File: src/rtl/sd_req_pkg.sv
// Shared types and helpers for the SD request arbiter.
package sd_req_pkg;

  typedef enum logic [1:0] {
    IDLE,
    REQ,
    XFER
  } state_e;

  function automatic int grant_w(input int n);
    return (n > 1) ? $clog2(n) : 1;
  endfunction

endpackage

File: src/rtl/rr_pick.sv
// Combinational round-robin picker: first requester after last_i, wrapping.
module rr_pick #(
  parameter int NCH = 3,
  parameter int GW  = 2
) (
  input  logic [NCH-1:0] req_i,
  input  logic [GW-1:0]  last_i,
  output logic [GW-1:0]  idx_o,
  output logic           valid_o
);

  always_comb begin
    int unsigned c;
    c       = 0;
    idx_o   = '0;
    valid_o = 1'b0;
    for (int unsigned k = 1; k <= NCH; k++) begin
      c = (32'(last_i) + k) % NCH;
      if (!valid_o && req_i[c]) begin
        valid_o = 1'b1;
        idx_o   = GW'(c);
      end
    end
  end

endmodule

File: src/rtl/sd_req_arbiter.sv
// Arbitrates per-channel block read/write requests onto a single host SD bridge,
// with round-robin fairness, write-before-read per channel and a watchdog timeout.
module sd_req_arbiter
  import sd_req_pkg::*;
#(
  parameter  int NCH   = 3,
  parameter  int LBA_W = 32,
  parameter  int TMO_W = 24,
  localparam int GW    = grant_w(NCH)
) (
  input  logic                 clk,
  input  logic                 reset_n,
  input  logic                 abort,
  input  logic [NCH-1:0]       req_rd,
  input  logic [NCH-1:0]       req_wr,
  input  logic [NCH*LBA_W-1:0] req_lba,
  output logic [NCH-1:0]       sd_rd,
  output logic [NCH-1:0]       sd_wr,
  output logic [LBA_W-1:0]     sd_lba,
  input  logic [NCH-1:0]       sd_ack,
  output logic [GW-1:0]        grant,
  output logic                 cpu_wait,
  output logic [NCH-1:0]       busy,
  output logic [NCH-1:0]       done,
  output logic [NCH-1:0]       err
);

  // Compared against the pre-increment count so the timeout lands exactly
  // 2^TMO_W-1 cycles after entering REQ or XFER.
  localparam logic [TMO_W-1:0] TMO_LAST = TMO_W'((64'd1 << TMO_W) - 64'd2);

  state_e           state_q, state_d;
  logic [NCH-1:0]   rd_pend_q, rd_pend_d, wr_pend_q, wr_pend_d;
  logic [NCH-1:0]   sd_rd_q, sd_rd_d, sd_wr_q, sd_wr_d;
  logic [NCH-1:0]   done_q, done_d, err_q, err_d;
  logic [NCH-1:0]   ack_q;
  logic [GW-1:0]    grant_q, grant_d, last_q, last_d;
  logic [LBA_W-1:0] lba_q, lba_d;
  logic [TMO_W-1:0] cnt_q, cnt_d;
  logic             is_wr_q, is_wr_d;

  logic [NCH-1:0]   rd_eff, wr_eff, pend_any, gnt_oh, pick_oh;
  logic [GW-1:0]    pick_idx;
  logic             pick_vld;
  logic             ack_rise, ack_fall, tmo;

  assign rd_eff   = rd_pend_q | req_rd;
  assign wr_eff   = wr_pend_q | req_wr;
  assign pend_any = rd_eff | wr_eff;
  assign gnt_oh   = NCH'(1) << grant_q;
  assign pick_oh  = NCH'(1) << pick_idx;
  assign ack_rise = sd_ack[grant_q] & ~ack_q[grant_q];
  assign ack_fall = ~sd_ack[grant_q] & ack_q[grant_q];
  assign tmo      = (cnt_q == TMO_LAST);

  rr_pick #(
    .NCH (NCH),
    .GW  (GW)
  ) u_pick (
    .req_i   (pend_any),
    .last_i  (last_q),
    .idx_o   (pick_idx),
    .valid_o (pick_vld)
  );

  always_comb begin
    state_d   = state_q;
    rd_pend_d = rd_eff;
    wr_pend_d = wr_eff;
    grant_d   = grant_q;
    last_d    = last_q;
    lba_d     = lba_q;
    is_wr_d   = is_wr_q;
    sd_rd_d   = sd_rd_q;
    sd_wr_d   = sd_wr_q;
    cnt_d     = cnt_q + 1'b1;
    done_d    = '0;
    err_d     = '0;

    if (abort) begin
      state_d   = IDLE;
      rd_pend_d = '0;
      wr_pend_d = '0;
      sd_rd_d   = '0;
      sd_wr_d   = '0;
      cnt_d     = '0;
    end else begin
      unique case (state_q)
        IDLE: begin
          cnt_d = '0;
          if (pick_vld) begin
            grant_d = pick_idx;
            lba_d   = req_lba[int'(pick_idx)*LBA_W +: LBA_W];
            is_wr_d = |(wr_eff & pick_oh);
            if (is_wr_d) sd_wr_d = pick_oh;
            else         sd_rd_d = pick_oh;
            state_d = REQ;
          end
        end
        REQ: begin
          if (ack_rise || tmo) begin
            sd_rd_d = '0;
            sd_wr_d = '0;
            // Only the served direction clears; a same-cycle new request re-arms it.
            if (is_wr_q) wr_pend_d = (wr_pend_q & ~gnt_oh) | req_wr;
            else         rd_pend_d = (rd_pend_q & ~gnt_oh) | req_rd;
            if (ack_rise) begin
              state_d = XFER;
              cnt_d   = '0;
            end else begin
              err_d   = gnt_oh;
              last_d  = grant_q;
              state_d = IDLE;
            end
          end
        end
        XFER: begin
          if (ack_fall || tmo) begin
            if (ack_fall) done_d = gnt_oh;
            else          err_d  = gnt_oh;
            last_d  = grant_q;
            state_d = IDLE;
          end
        end
        default: state_d = IDLE;
      endcase
    end
  end

  always_ff @(posedge clk or negedge reset_n) begin
    if (!reset_n) begin
      state_q   <= IDLE;
      rd_pend_q <= '0;
      wr_pend_q <= '0;
      grant_q   <= '0;
      last_q    <= GW'(NCH - 1);
      lba_q     <= '0;
      is_wr_q   <= 1'b0;
      sd_rd_q   <= '0;
      sd_wr_q   <= '0;
      cnt_q     <= '0;
      done_q    <= '0;
      err_q     <= '0;
      ack_q     <= '0;
    end else begin
      state_q   <= state_d;
      rd_pend_q <= rd_pend_d;
      wr_pend_q <= wr_pend_d;
      grant_q   <= grant_d;
      last_q    <= last_d;
      lba_q     <= lba_d;
      is_wr_q   <= is_wr_d;
      sd_rd_q   <= sd_rd_d;
      sd_wr_q   <= sd_wr_d;
      cnt_q     <= cnt_d;
      done_q    <= done_d;
      err_q     <= err_d;
      ack_q     <= sd_ack;
    end
  end

  assign sd_rd    = sd_rd_q;
  assign sd_wr    = sd_wr_q;
  assign sd_lba   = lba_q;
  assign grant    = grant_q;
  assign done     = done_q;
  assign err      = err_q;
  assign cpu_wait = (state_q != IDLE) | (|rd_pend_q) | (|wr_pend_q);
  assign busy     = rd_pend_q | wr_pend_q | ((state_q != IDLE) ? gnt_oh : '0);

endmodule

File: config.mk
export PLATFORM = sky130hd
export DESIGN_NAME = sd_req_arbiter
export DESIGN_NICKNAME = d
export VERILOG_FILES = /design/src/rtl/sd_req_pkg.sv /design/src/rtl/rr_pick.sv /design/src/rtl/sd_req_arbiter.sv
export SDC_FILE = /design/constraint.sdc
export NUM_CORES = 1
export LEC_CHECK = 0
export CORE_MARGIN = 4
export CORE_UTILIZATION = 25
export DETAILED_ROUTE_END_ITERATION = 16
export HOLD_SLACK_MARGIN = 0.02
export MAX_ROUTING_LAYER = met4
export PLACE_DENSITY = 0.57
export SLEW_MARGIN = 10
export SYNTH_ARGS = -nofsm -noshare
export SYNTH_HDL_FRONTEND = slang
export SYNTH_HIERARCHICAL = 1
export SYNTH_SLANG_ARGS = --single-unit
File: constraint.sdc
create_clock -name clk -period 2.8 [get_ports clk]
set_input_delay 0.7 -clock clk [delete_from_list [all_inputs] [get_ports clk]]
set_output_delay 0.7 -clock clk [all_outputs]
set_load 0.005 [all_outputs]
After elaboration in Yosys (flattened, before gate mapping)
Cells that the tools add are included.
{ "word_totals": {"ff_bits": 84, "output_inout_bits": 50, "in_bits": 108} }
{ "classes": {"n_eq_ne": 11, "mux": 58, "shift": 3, "n_addsub": 4, "reduce_logical": 18, "div": 3, "n_lt_le_gt_ge": 4, "n_bitwise": 18} }
{ "ops": {"columns": ["cell", "count"], "rows": [
  ["$lt 32x3->1 const B", 3],
  ["$mod 32x2->32 const B", 3],
  ["$shiftx 96x8->32", 1],
  ["$mux 3", 25],
  ["$mux 24", 3],
  ["$pmux 24 s2", 1],
  ["$add 24x1->24 const B", 1],
  ["$eq 24x24->1 const B", 1],
  ["$mux 2", 11],
  ["$or 3x3->3", 7],
  ["$pmux 3 s2", 3],
  ["$ne 3x3->1 const B", 5],
  ["$bmux 1 s2", 5],
  ["$and 3x3->3", 3],
  ["$reduce_or 3->1", 3],
  ["$mux 1", 8],
  ["$reduce_and 4->1", 2],
  ["$add 2x2->3 const B", 2],
  ["$ne 2x2->1 const B", 3],
  ["$pmux 2 s3", 1],
  ["$reduce_and 3->1", 2],
  ["$shl 1x2->3 const A", 2],
  ["$reduce_and 5->1", 1],
  ["$pmux 2 s2", 1],
  ["14 further kinds", 22]
]} }

Longest topological paths before layout
Gate-level depths: netlist (run 1).
{ "logic_depth": {"word_depth": 18, "ltp_mapped": 11, "ltp_nobuf": 10} }

Hierarchy
Netlist (run 1), hierarchy kept.
{ "by_module_without_submodules": {"columns": ["mod", "n_inst", "cells_per_inst", "seq_area_each_um2", "area_per_inst_um2"], "rows": [
  ["sd_req_arbiter", 1, 503, 2103.3, 4533.1],
  ["rr_pick", 1, 20, 0.0, 131.4]
]} }

Worst setup path before layout (run 1)
OpenSTA, ideal clock, no wires.
{ "synth_path": {"path_type": "input -> register", "startpoint": "in req_rd[0]", "endpoint": "reg lba_q[4] (netlist: sd_lba[4])", "cell_stages": 11, "n_path_buf": 2, "setup_slack_ns": 0.331, "arrival_ns": 2.333, "path_cell_list": "nor2_1 -> nand2_1 -> nor2b_1 -> o21ai_0 -> a21oi_1 -> buf_2 -> buf_2 -> mux2i_1 -> nor2_1 -> a21oi_1 -> o21ai_0"} }
{ "synth_between": {"elab_chain_len": 12, "elab_cells_between_ends": 20} }
{ "synth_lines": {"columns": ["item", "line", "rtl"], "rows": [
  ["start, declared", "sd_req_arbiter.sv:14", "input logic [NCH-1:0] req_rd,"],
  ["$or 3x3->3 (*)", "sd_req_arbiter.sv:47", "assign rd_eff = rd_pend_q | req_rd;"],
  ["$or 3x3->3 (*)", "sd_req_arbiter.sv:49", "assign pend_any = rd_eff | wr_eff;"],
  ["net pend_any[0]", "sd_req_arbiter.sv:42", "logic [NCH-1:0] rd_eff, wr_eff, pend_any, gnt_oh, pick_oh;"],
  ["$bmux 1 s2", "rr_pick.sv:19", "if (!valid_o && req_i[c]) begin"],
  ["$mux 1 (implied by the code)", "rr_pick.sv:19", null],
  ["$mux 1", "rr_pick.sv:19", null],
  ["$logic_not 1->1", "rr_pick.sv:19", null],
  ["$logic_and 1x1->1", "rr_pick.sv:19", null],
  ["$mux 1", "rr_pick.sv:19", null],
  ["$logic_not 1->1", "rr_pick.sv:19", null],
  ["$logic_and 1x1->1", "rr_pick.sv:19", null],
  ["$mux 2 (*)", "rr_pick.sv:19", null],
  ["net pick_idx[0]", "sd_req_arbiter.sv:43", "logic [GW-1:0] pick_idx;"],
  ["$shiftx 96x8->32 (*)", "sd_req_arbiter.sv:93", "lba_d = req_lba[int'(pick_idx)*LBA_W +: LBA_W];"],
  ["end signal, assigned", "sd_req_arbiter.sv:151", "lba_q <= lba_d;"],
  ["end, declared", "sd_req_arbiter.sv:38", "logic [LBA_W-1:0] lba_q, lba_d;"]
]} }
Mark *: on every way through the listed nets, which the timed path passes. The rest lies on a longest branch. The select of a mux whose other input is x is not followed.
A chain may end at the register's enable or synchronous reset.

Final worst setup path (run 1)
{ "layout_path": {"startpoint": "in req_rd[2]", "endpoint": "reg sd_rd_q[2] (netlist: sd_rd[2])"} }
{ "layout_between": {"elab_chain_len": 16, "elab_cells_between_ends": 28} }
{ "layout_lines": {"columns": ["item", "line", "rtl"], "rows": [
  ["$or 3x3->3 (*)", "sd_req_arbiter.sv:47", null],
  ["$or 3x3->3 (*)", "sd_req_arbiter.sv:49", null],
  ["net pend_any[2]", "sd_req_arbiter.sv:42", null],
  ["$bmux 1 s2", "rr_pick.sv:19", null],
  ["$mux 1 (implied by the code)", "rr_pick.sv:19", null],
  ["$mux 1", "rr_pick.sv:19", null],
  ["$logic_not 1->1", "rr_pick.sv:19", null],
  ["$logic_and 1x1->1", "rr_pick.sv:19", null],
  ["[2 not listed]", null, null],
  ["$logic_and 1x1->1", "rr_pick.sv:19", null],
  ["$mux 2 (*)", "rr_pick.sv:19", null],
  ["net pick_idx[0]", "sd_req_arbiter.sv:43", null],
  ["$shl 1x2->3 (*)", "sd_req_arbiter.sv:51", "assign pick_oh = NCH'(1) << pick_idx;"],
  ["$and 3x3->3 or $mux 3 (tied branches)", "sd_req_arbiter.sv:94, sd_req_arbiter.sv:95", null],
  ["$reduce_or 3->1 or $mux 3 (tied branches)", "sd_req_arbiter.sv:94, sd_req_arbiter.sv:91", null],
  ["$ne 3x3->1 (no source line) or $pmux 3 s2 (tied branches)", null, null],
  ["$reduce_and 4->1 (no source line) or $mux 3 (tied branches)", null, null],
  ["end signal, assigned", "sd_req_arbiter.sv:153", "sd_rd_q <= sd_rd_d;"],
  ["end, declared", "sd_req_arbiter.sv:34", "logic [NCH-1:0] sd_rd_q, sd_rd_d, sd_wr_q, sd_wr_d;"]
]} }
Marked as above.

==> results of run 1 <==
registers in the layout, summed over array words and instances (netlist names):
name,count
wr_pend_q,3
rd_pend_q,3
sd_lba,32
grant,2
last_q,2
done,3
state_q,2
err,3
sd_wr,3
sd_rd,3
ack_q,3
cnt_q,24
is_wr_q,1
power by group:
group	internal, uW	switching (uW)	total [uW]
registers	1460	147	1600
logic	851	722	1570
clock network	691	473	1160
total	3000	1340	4340
final timing paths:
path                       startpoint    endpoint  slack, ps  cells past startpoint
setup / recovery            req_rd[2]    sd_rd[2]        160                     13
hold / removal                reset_n  sd_lba[12]        350                      1
setup reg to reg            last_q[0]    sd_rd[2]        260                     12
hold reg to reg            sd_lba[10]  sd_lba[10]        480                      2
max in group asynchronous     reset_n   last_q[1]       1750                      2
min in group clk           sd_lba[10]  sd_lba[10]        480                      2
synthesized netlist by cell type (5+ instances only):
library cell	instances
sky130_fd_sc_hd__nor2_1	92
sky130_fd_sc_hd__a211oi_1	8
sky130_fd_sc_hd__or3_1	5
sky130_fd_sc_hd__nor2b_1	5
sky130_fd_sc_hd__clkbuf_1	14
sky130_fd_sc_hd__o21ai_0	44
sky130_fd_sc_hd__xnor2_1	12
sky130_fd_sc_hd__a21oi_1	37
sky130_fd_sc_hd__mux2i_1	33
sky130_fd_sc_hd__inv_1	16
sky130_fd_sc_hd__nand2_1	49
sky130_fd_sc_hd__xor2_1	9
sky130_fd_sc_hd__nor3_1	9
sky130_fd_sc_hd__dfrtp_1	83
sky130_fd_sc_hd__ha_1	7
sky130_fd_sc_hd__nand4_1	10
sky130_fd_sc_hd__buf_2	9
sky130_fd_sc_hd__nand3_1	17
per-layer routing:
metal	share of wire (%)	wire length, um
met1	43	5880
met2	48	6550
met3	6.8	923
met4	1.7	233
met5	0	0
timing repair:
item	CTS	global route
setup endpoints to repair	0	3
setup buffers	0	0
resized for setup	0	3
cells by family after synthesis:
family,count (synthesis)
DFF,84
and+or+nand+nor,211
AOI/OAI and AO/OA,118
adders and majority gates,8
xor gates and xnor gates,21
muxes,38
buffers and inverters,43
metrics by stage:
stage / util, % / cells / area, um^2 / hold slack [ps] / TNS, ps
3_5_place_dp: 37.0 / 915 / 6720 / 470 / -4610
4_1_cts: 38.6 / 931 / 7000 / 362 / 0
5_1_grt: 38.8 / 932 / 7050 / 389 / -2.04
3_3_place_gp: 37.0 / 915 / 6720 / 461 / -4810
6_report: 38.8 / 932 / 7050 / 347 / 0
2_1_floorplan: - / 523 / 4660 / 404 / 0
layout by cell type, fill, tap and decap left out, drive strengths merged, types with 2 or more instances in the layout:
cell type	netlist	layout
nand3	17	17
or2	3	3
o211ai	2	2
and4	3	3
clkbuf	14	13
and3	2	2
nand2	49	49
mux2i	34	34
a211oi	9	9
clkinvlp	0	2
o21ai	47	47
nor3b	2	2
inv	16	16
a21oi	37	37
a32oi	3	3
nand4	11	11
clkdlybuf4s50	0	156
o311ai	2	2
o31a	4	4
nor3	10	10
nor2	95	95
xor2	9	9
or3	5	5
o22ai	2	2
ha	7	7
nor2b	5	5
xnor2	12	12
a31oi	2	2
mux2	4	4
buf	13	34
nand2b	3	3
dfrtp	83	83
final cells by class:
class                      instances  area (um^2)
clock buffer                      12          236
timing repair buffer             191         1900
inverter                          16         60.1
clock inverter                     4         50.0
fill                            1805        11100
multi-input combinational        396         2410
tap                              229          287
sequential                        84         2100
==> impl_table.tex, run 1 <==
\begin{tabular}{lr}
\hline
Metric & Value \\
\hline
\multicolumn{2}{l}{\textbf{Clock network}} \\
\quad Clock sink count & 84 \\
\quad Cts bufs inserted & 9 \\
\quad Clock latency reported for the late side of the worst-skew pair & 340 ps \\
\quad Clock transition at the register clock pins on the worst setup and hold paths after CTS & 60 ps \\
\quad Clock Tree Root & sky130\_fd\_sc\_hd\_\_clkbuf\_16 \\
\quad Number of buffers on the longest clock path & 2 \\
\quad Number of levels in the clock H-tree & 3 \\
\quad Post-cts hold buffer count & 0 \\
\quad CTS tree & done \\
\multicolumn{2}{l}{\textbf{Floorplanning}} \\
\quad Total Die Area & 20900 um\^{}2 \\
\quad Die height & 145 um \\
\quad Number of top-level pins & 158 \\
\quad Number of placement rows & 49 \\
\quad Placeable core region & 18100 um\^{}2 \\
\quad Initial Util & 25.7\% \\
\quad X dimension of the die & 145 um \\
\multicolumn{2}{l}{\textbf{Timing}} \\
\quad Transition time at the pin with the least slew margin & 736 ps \\
\quad Final period utilization & 94.2\% \\
\quad Max Clk Rate & 379 MHz \\
\quad Max-slew violation count & 0 \\
\quad Setup ws final & 161 ps \\
\quad Final setup viols & 0 \\
\quad Unrepaired setup endpoints after global routing & yes \\
\quad Largest clock skew in the final design & 9.51 ps \\
\quad Fin crit period & 2640 ps \\
\quad Hold Violations, Final & 0 \\
\quad Normalized max-slew margin & 50.6\% \\
\multicolumn{2}{l}{\textbf{Placement}} \\
\quad Dpl ws & -210 ps \\
\quad Final weighted congestion in routability-driven placement & 0.861 \\
\quad Dpl hpwl & 10400 um \\
\quad Port bufs & 157 \\
\multicolumn{2}{l}{\textbf{Global route}} \\
\quad Largest net degree at the start of global routing & 69 \\
\quad Via count of the first global-routing pass & 4512 \\
\quad Met2 track utilization from global routing & 22.0\% \\
\quad Met3 global-route usage & 4.20\% \\
\quad Antenna violations before repair & 0 \\
\quad Global route overflow & 0 \\
\quad Met1 usage & 15.6\% \\
\quad Global-route layer with the greatest usage & met2 \\
\quad Total global-route track usage & 13.4\% \\
\quad First-pass GRT wire length & 21600 um \\
\multicolumn{2}{l}{\textbf{Setup path}} \\
\quad Required time of the critical path & 3010 ps \\
\quad Critical path buffer and inverter count & 3 \\
\quad Crit Path Max Fanout & 6 \\
\quad Largest stage delay on the critical path & 500 ps \\
\quad Chain of cells forming the critical path & clkdlybuf4s50\_1 > nor2\_1 > nand2\_1 > a21oi\_1 > o21ai\_0 > buf\_4 > a21oi\_4 > nor3\_1 > a211oi\_2 > buf\_4 > o31a\_1 > a32oi\_1 > o21ai\_0 \\
\quad Critical path class & input pin to register \\
\quad Type of origin of the critical path & input pin \\
\quad Max stage delay cell, worst path & sky130\_fd\_sc\_hd\_\_clkdlybuf4s50\_1 \\
\quad Nature of the critical path endpoint & register \\
\quad Cell family with most CP delay & compound AO/OA/AOI/OAI gates \\
\quad Worst Path Arrival & 2850 ps \\
\multicolumn{2}{l}{\textbf{Yosys}} \\
\quad Area leader, netlist & sky130\_fd\_sc\_hd\_\_dfrtp\_1 \\
\quad Mux cell area share after synthesis & 8.53\% \\
\quad Cell area after technology mapping & 4660 um\^{}2 \\
\quad Synthesis-stage register bit count & 84 \\
\quad Simple logic cell fraction of the synthesized area & 20.7\% \\
\quad Mapped Cells & 523 \\
\quad Synth Area in Compound Gates & 15.7\% \\
\quad Dominant combinational cell family by area after synthesis & simple AND/OR/NAND/NOR gates \\
\quad Synthesized netlist net count & 638 \\
\quad Area fraction of the dominant cell type after synthesis & 44.5\% \\
\quad Async S/R FF share, synth & 100\% \\
\quad Adder-cell share of the synthesized area & 2.12\% \\
\quad Main synth FF type & sky130\_fd\_sc\_hd\_\_dfrtp\_1 \\
\quad Number of distinct standard cells referenced by the synthesized netlist & 58 \\
\quad Cell types with the largest area share after synthesis & sky130\_fd\_sc\_hd\_\_dfrtp\_1, sky130\_fd\_sc\_hd\_\_nor2\_1, sky130\_fd\_sc\_hd\_\_mux2i\_1 \\
\quad YS warnings & 6 \\
\quad Synthesized area divided by synthesized cell count & 8.92 um\^{}2 \\
\quad Number of enable-type register cells in the synthesized netlist & 0 \\
\quad Share of synthesized area occupied by flip-flops and latches & 45.1\% \\
\quad Fraction of synthesized cell area in xor and xnor cells & 3.94\% \\
\multicolumn{2}{l}{\textbf{Drt}} \\
\quad Vias & 4328 \\
\quad Detail-routed via count per cell & 4.64 \\
\quad Starting DRT DRC Count & 224 \\
\quad Routed Antenna Nets & 0 \\
\quad Post-route DRC & 0 \\
\quad First-pass iteration count of the detailed router & 5 \\
\quad DRT Wirelength & 13600 um \\
\quad Routed len/inst & 14.6 um \\
\multicolumn{2}{l}{\textbf{Status}} \\
\quad Outcome & completed \\
\multicolumn{2}{l}{\textbf{Pwr}} \\
\quad Ratio of total power to cell area & 616 nW/um\^{}2 \\
\quad Maximum resistive drop on vdd & 0.339 mV \\
\quad Static leakage & 0.00305 uW \\
\quad Overall Power & 4340 uW \\
\multicolumn{2}{l}{\textbf{Cells and area}} \\
\quad Count of nets after finishing & 813 \\
\quad Area overhead of the layout relative to synthesis & 51.0\% \\
\quad Number of antenna repair diodes & 0 \\
\quad Share of layout cells above drive strength 1 & 10.4\% \\
\multicolumn{2}{l}{\textbf{Worst hold path}} \\
\quad Class of the most critical hold timing path & input pin to async pin \\
\multicolumn{2}{l}{\textbf{Run}} \\
\quad Max-cap violations & 0 \\
\hline
\end{tabular}
No activity file was read; power rests on OpenSTA's default activity.
==> inputs of run 2 (changes only) <==
--- a/config.mk
+++ b/config.mk
@@ -6,11 +6,11 @@
 export NUM_CORES = 1
 export LEC_CHECK = 0
 export CORE_MARGIN = 4
-export CORE_UTILIZATION = 25
+export CORE_UTILIZATION = 46
 export DETAILED_ROUTE_END_ITERATION = 16
 export HOLD_SLACK_MARGIN = 0.02
 export MAX_ROUTING_LAYER = met4
-export PLACE_DENSITY = 0.57
+export PLACE_DENSITY = 0.89
 export SLEW_MARGIN = 10
 export SYNTH_ARGS = -nofsm -noshare
 export SYNTH_HDL_FRONTEND = slang
==> impl_table.tex, run 2 (synthesis results as in run 1) <==
\begin{tabular}{lr}
\hline
Metric & Value \\
\hline
\multicolumn{2}{l}{\textbf{Status}} \\
\quad Outcome & completed (unchanged) \\
\multicolumn{2}{l}{\textbf{Floorplanning}} \\
\quad Placeable core region & 9820 um\^{}2 (was 18100 um\^{}2) \\
\quad Total Die Area & 11800 um\^{}2 (was 20900 um\^{}2) \\
\quad Number of top-level pins & 158 (unchanged) \\
\quad X dimension of the die & 109 um (was 145 um) \\
\quad Initial Util & 47.5\% (was 25.7\%) \\
\quad Number of placement rows & 36 (was 49) \\
\quad Die height & 109 um (was 145 um) \\
\multicolumn{2}{l}{\textbf{Placement}} \\
\quad Final weighted congestion in routability-driven placement & 0.914 (was 0.861) \\
\quad Port bufs & 157 (unchanged) \\
\quad Area after DPL & 6550 um\^{}2 (was 6720 um\^{}2) \\
\quad Dpl hpwl & 10500 um (was 10400 um) \\
\multicolumn{2}{l}{\textbf{Setup path}} \\
\quad Chain of cells forming the critical path & clkdlybuf4s50\_1 > nor2\_1 > nand2\_1 > a21oi\_1 > o21ai\_0 > buf\_4 > a21oi\_4 > nor3\_2 > a211oi\_2 > buf\_4 > o31a\_1 > a32oi\_1 > o21ai\_0 (was clkdlybuf4s50\_1 > nor2\_1 > nand2\_1 > a21oi\_1 > o21ai\_0 > buf\_4 > a21oi\_4 > nor3\_1 > a211oi\_2 > buf\_4 > o31a\_1 > a32oi\_1 > o21ai\_0) \\
\quad WP depth & 13 (unchanged) \\
\quad Nature of the critical path endpoint & register (unchanged) \\
\quad Crit Path Max Fanout & 6 (unchanged) \\
\quad Max stage delay cell, worst path & sky130\_fd\_sc\_hd\_\_clkdlybuf4s50\_1 (unchanged) \\
\quad Logic depth of the worst register-to-register path & 12 (unchanged) \\
\quad Reg2Reg Launch Point & last\_q[0] (unchanged) \\
\quad Cell family with most CP delay & compound AO/OA/AOI/OAI gates (unchanged) \\
\quad CP Launch Point & req\_wr[2] (was req\_rd[2]) \\
\quad Critical path buffer and inverter count & 3 (unchanged) \\
\quad Largest stage delay on the critical path & 490 ps (was 500 ps) \\
\quad Worst Path Arrival & 2810 ps (was 2850 ps) \\
\quad Critical path class & input pin to register (unchanged) \\
\quad Required time of the critical path & 3020 ps (was 3010 ps) \\
\quad Type of origin of the critical path & input pin (unchanged) \\
\multicolumn{2}{l}{\textbf{Run}} \\
\quad Max-cap violations & 0 (unchanged) \\
\multicolumn{2}{l}{\textbf{Clock network}} \\
\quad Clock latency reported for the late side of the worst-skew pair & 360 ps (was 340 ps) \\
\quad Clock sink count & 84 (unchanged) \\
\quad CTS tree & done (unchanged) \\
\quad Clock Tree Root & sky130\_fd\_sc\_hd\_\_clkbuf\_8 (was sky130\_fd\_sc\_hd\_\_clkbuf\_16) \\
\quad Number of levels in the clock H-tree & 3 (unchanged) \\
\quad Number of buffers on the longest clock path & 2 (unchanged) \\
\quad Cts bufs inserted & 9 (unchanged) \\
\quad Post-cts hold buffer count & 0 (unchanged) \\
\quad Clock transition at the register clock pins on the worst setup and hold paths after CTS & 90 ps (was 60 ps) \\
\multicolumn{2}{l}{\textbf{Timing}} \\
\quad Transition time at the pin with the least slew margin & 684 ps (was 736 ps) \\
\quad Max-slew violation count & 0 (unchanged) \\
\quad Normalized max-slew margin & 54.0\% (was 50.6\%) \\
\quad Unrepaired setup endpoints after global routing & no (was yes) \\
\quad Largest clock skew in the final design & 10.3 ps (was 9.51 ps) \\
\quad Hold Violations, Final & 0 (unchanged) \\
\quad Fin crit period & 2590 ps (was 2640 ps) \\
\quad Max Clk Rate & 386 MHz (was 379 MHz) \\
\quad Final setup viols & 0 (unchanged) \\
\quad Final period utilization & 92.5\% (was 94.2\%) \\
\multicolumn{2}{l}{\textbf{Global route}} \\
\quad Antenna violations before repair & 0 (unchanged) \\
\quad Total global-route track usage & 24.1\% (was 13.4\%) \\
\quad Global route overflow & 0 (unchanged) \\
\quad Via count of the first global-routing pass & 4625 (was 4512) \\
\quad First-pass GRT wire length & 21800 um (was 21600 um) \\
\quad Largest net degree at the start of global routing & 66 (was 69) \\
\multicolumn{2}{l}{\textbf{Cells and area}} \\
\quad Area overhead of the layout relative to synthesis & 44.7\% (was 51.0\%) \\
\quad Utilization after layout & 68.8\% (was 38.8\%) \\
\quad Number of antenna repair diodes & 0 (unchanged) \\
\quad Leading cell types in the layout, fill and taps excluded & sky130\_fd\_sc\_hd\_\_clkdlybuf4s50\_1, sky130\_fd\_sc\_hd\_\_nor2\_1, sky130\_fd\_sc\_hd\_\_dfrtp\_1 (unchanged) \\
\quad Fin area & 6750 um\^{}2 (was 7050 um\^{}2) \\
\quad Share of layout cells above drive strength 1 & 10.7\% (was 10.4\%) \\
\quad Most common library cell in the layout ignoring fill and taps & sky130\_fd\_sc\_hd\_\_clkdlybuf4s50\_1 (unchanged) \\
\quad Count of nets after finishing & 809 (was 813) \\
\quad Flip-flop count of the largest register, all copies and words added & 32 (unchanged) \\
\quad Filler Cells Inserted & 749 (was 1805) \\
\multicolumn{2}{l}{\textbf{Drt}} \\
\quad Vias & 4545 (was 4328) \\
\quad Routed len/inst & 16.3 um (was 14.6 um) \\
\quad Starting DRT DRC Count & 283 (was 224) \\
\quad Detail-routed via count per cell & 5.46 (was 4.64) \\
\quad DRT Wirelength & 13600 um (about the same) \\
\quad Post-route DRC & 0 (unchanged) \\
\quad Routed Antenna Nets & 0 (unchanged) \\
\quad First-pass iteration count of the detailed router & 5 (unchanged) \\
\multicolumn{2}{l}{\textbf{Worst hold path}} \\
\quad Class of the most critical hold timing path & input pin to async pin (unchanged) \\
\multicolumn{2}{l}{\textbf{Pwr}} \\
\quad Maximum resistive drop on vdd & 0.425 mV (was 0.339 mV) \\
\quad Static leakage & 0.00296 uW (was 0.00305 uW) \\
\quad Ratio of total power to cell area & 587 nW/um\^{}2 (was 616 nW/um\^{}2) \\
\hline
\end{tabular}
## run 2: power breakdown
part / leakage, uW / total (uW) / switching, uW / internal, uW
clock network: 0.0000928 / 812 / 459 / 352
logic: 0.00178 / 1530 / 714 / 819
registers: 0.00109 / 1610 / 159 / 1460
total: 0.00296 / 3960 / 1330 / 2630
## run 2: layer usage
layer  part of all wire (%)  up-vias  track usage, %  wire length (um)
met2                     52      205            40.7              7000
li1                       -     2159               -                 -
met4                    2.7        0            10.2               364
met5                      0        -               -                 0
met1                     39     2141            27.9              5330
met3                    6.4       40            4.74               872
## run 2: area by class of cell
cell class	instances	area, um^2	share of cell area, %
Multi-Input combinational cell	396	2420	35.8
Inverter	16	60.1	0.890
Clock buffer	10	138	2.04
Timing Repair Buffer	187	1820	26.9
Sequential cell	84	2100	31.2
Clock inverter	6	47.5	0.704
Tap cell	133	166	2.46
## run 2: worst reg2reg max path, cell delays in order, from the launching register on
cell and delay [ps]:
sky130_fd_sc_hd__dfrtp_1 420, sky130_fd_sc_hd__inv_1 70, sky130_fd_sc_hd__ha_1 370, sky130_fd_sc_hd__a21oi_1 90
sky130_fd_sc_hd__o21ai_0 150, sky130_fd_sc_hd__buf_4 140, sky130_fd_sc_hd__a21oi_4 40, sky130_fd_sc_hd__nor3_2 200
sky130_fd_sc_hd__a211oi_2 70, sky130_fd_sc_hd__buf_4 170, sky130_fd_sc_hd__o31a_1 300, sky130_fd_sc_hd__a32oi_1 200
sky130_fd_sc_hd__o21ai_0 110
## run 2: timing repair
item	CTS	global route
setup buffers	0	0
resized for setup	0	5
endpoints found under the hold margin	0	0
setup endpoints to repair	0	4
## run 2: worst paths after layout
kind	to	slack (ps)
max	sd_rd[2]	210
min	sd_lba[10]	340
max reg2reg	sd_rd[2]	340
min reg2reg	sd_lba[2]	480
max in group asynchronous	last_q[1]	1700
min in group clk	sd_lba[2]	480
## run 2: stage by stage
step / power (uW) / TNS [ps] / hold WS [ps] / std cells / setup slack [ps]
after detailed placement: 3160 / -3930 / 472 / 816 / -247
after floorplan: 2280 / 0 / 404 / 523 / 331
after CTS: 3980 / 0 / 347 / 832 / 99.6
after global placement: 3100 / -1270 / 462 / 816 / -138
final: 3960 / 0 / 342 / 832 / 209
after global routing: 4200 / 0 / 377 / 832 / 22.7
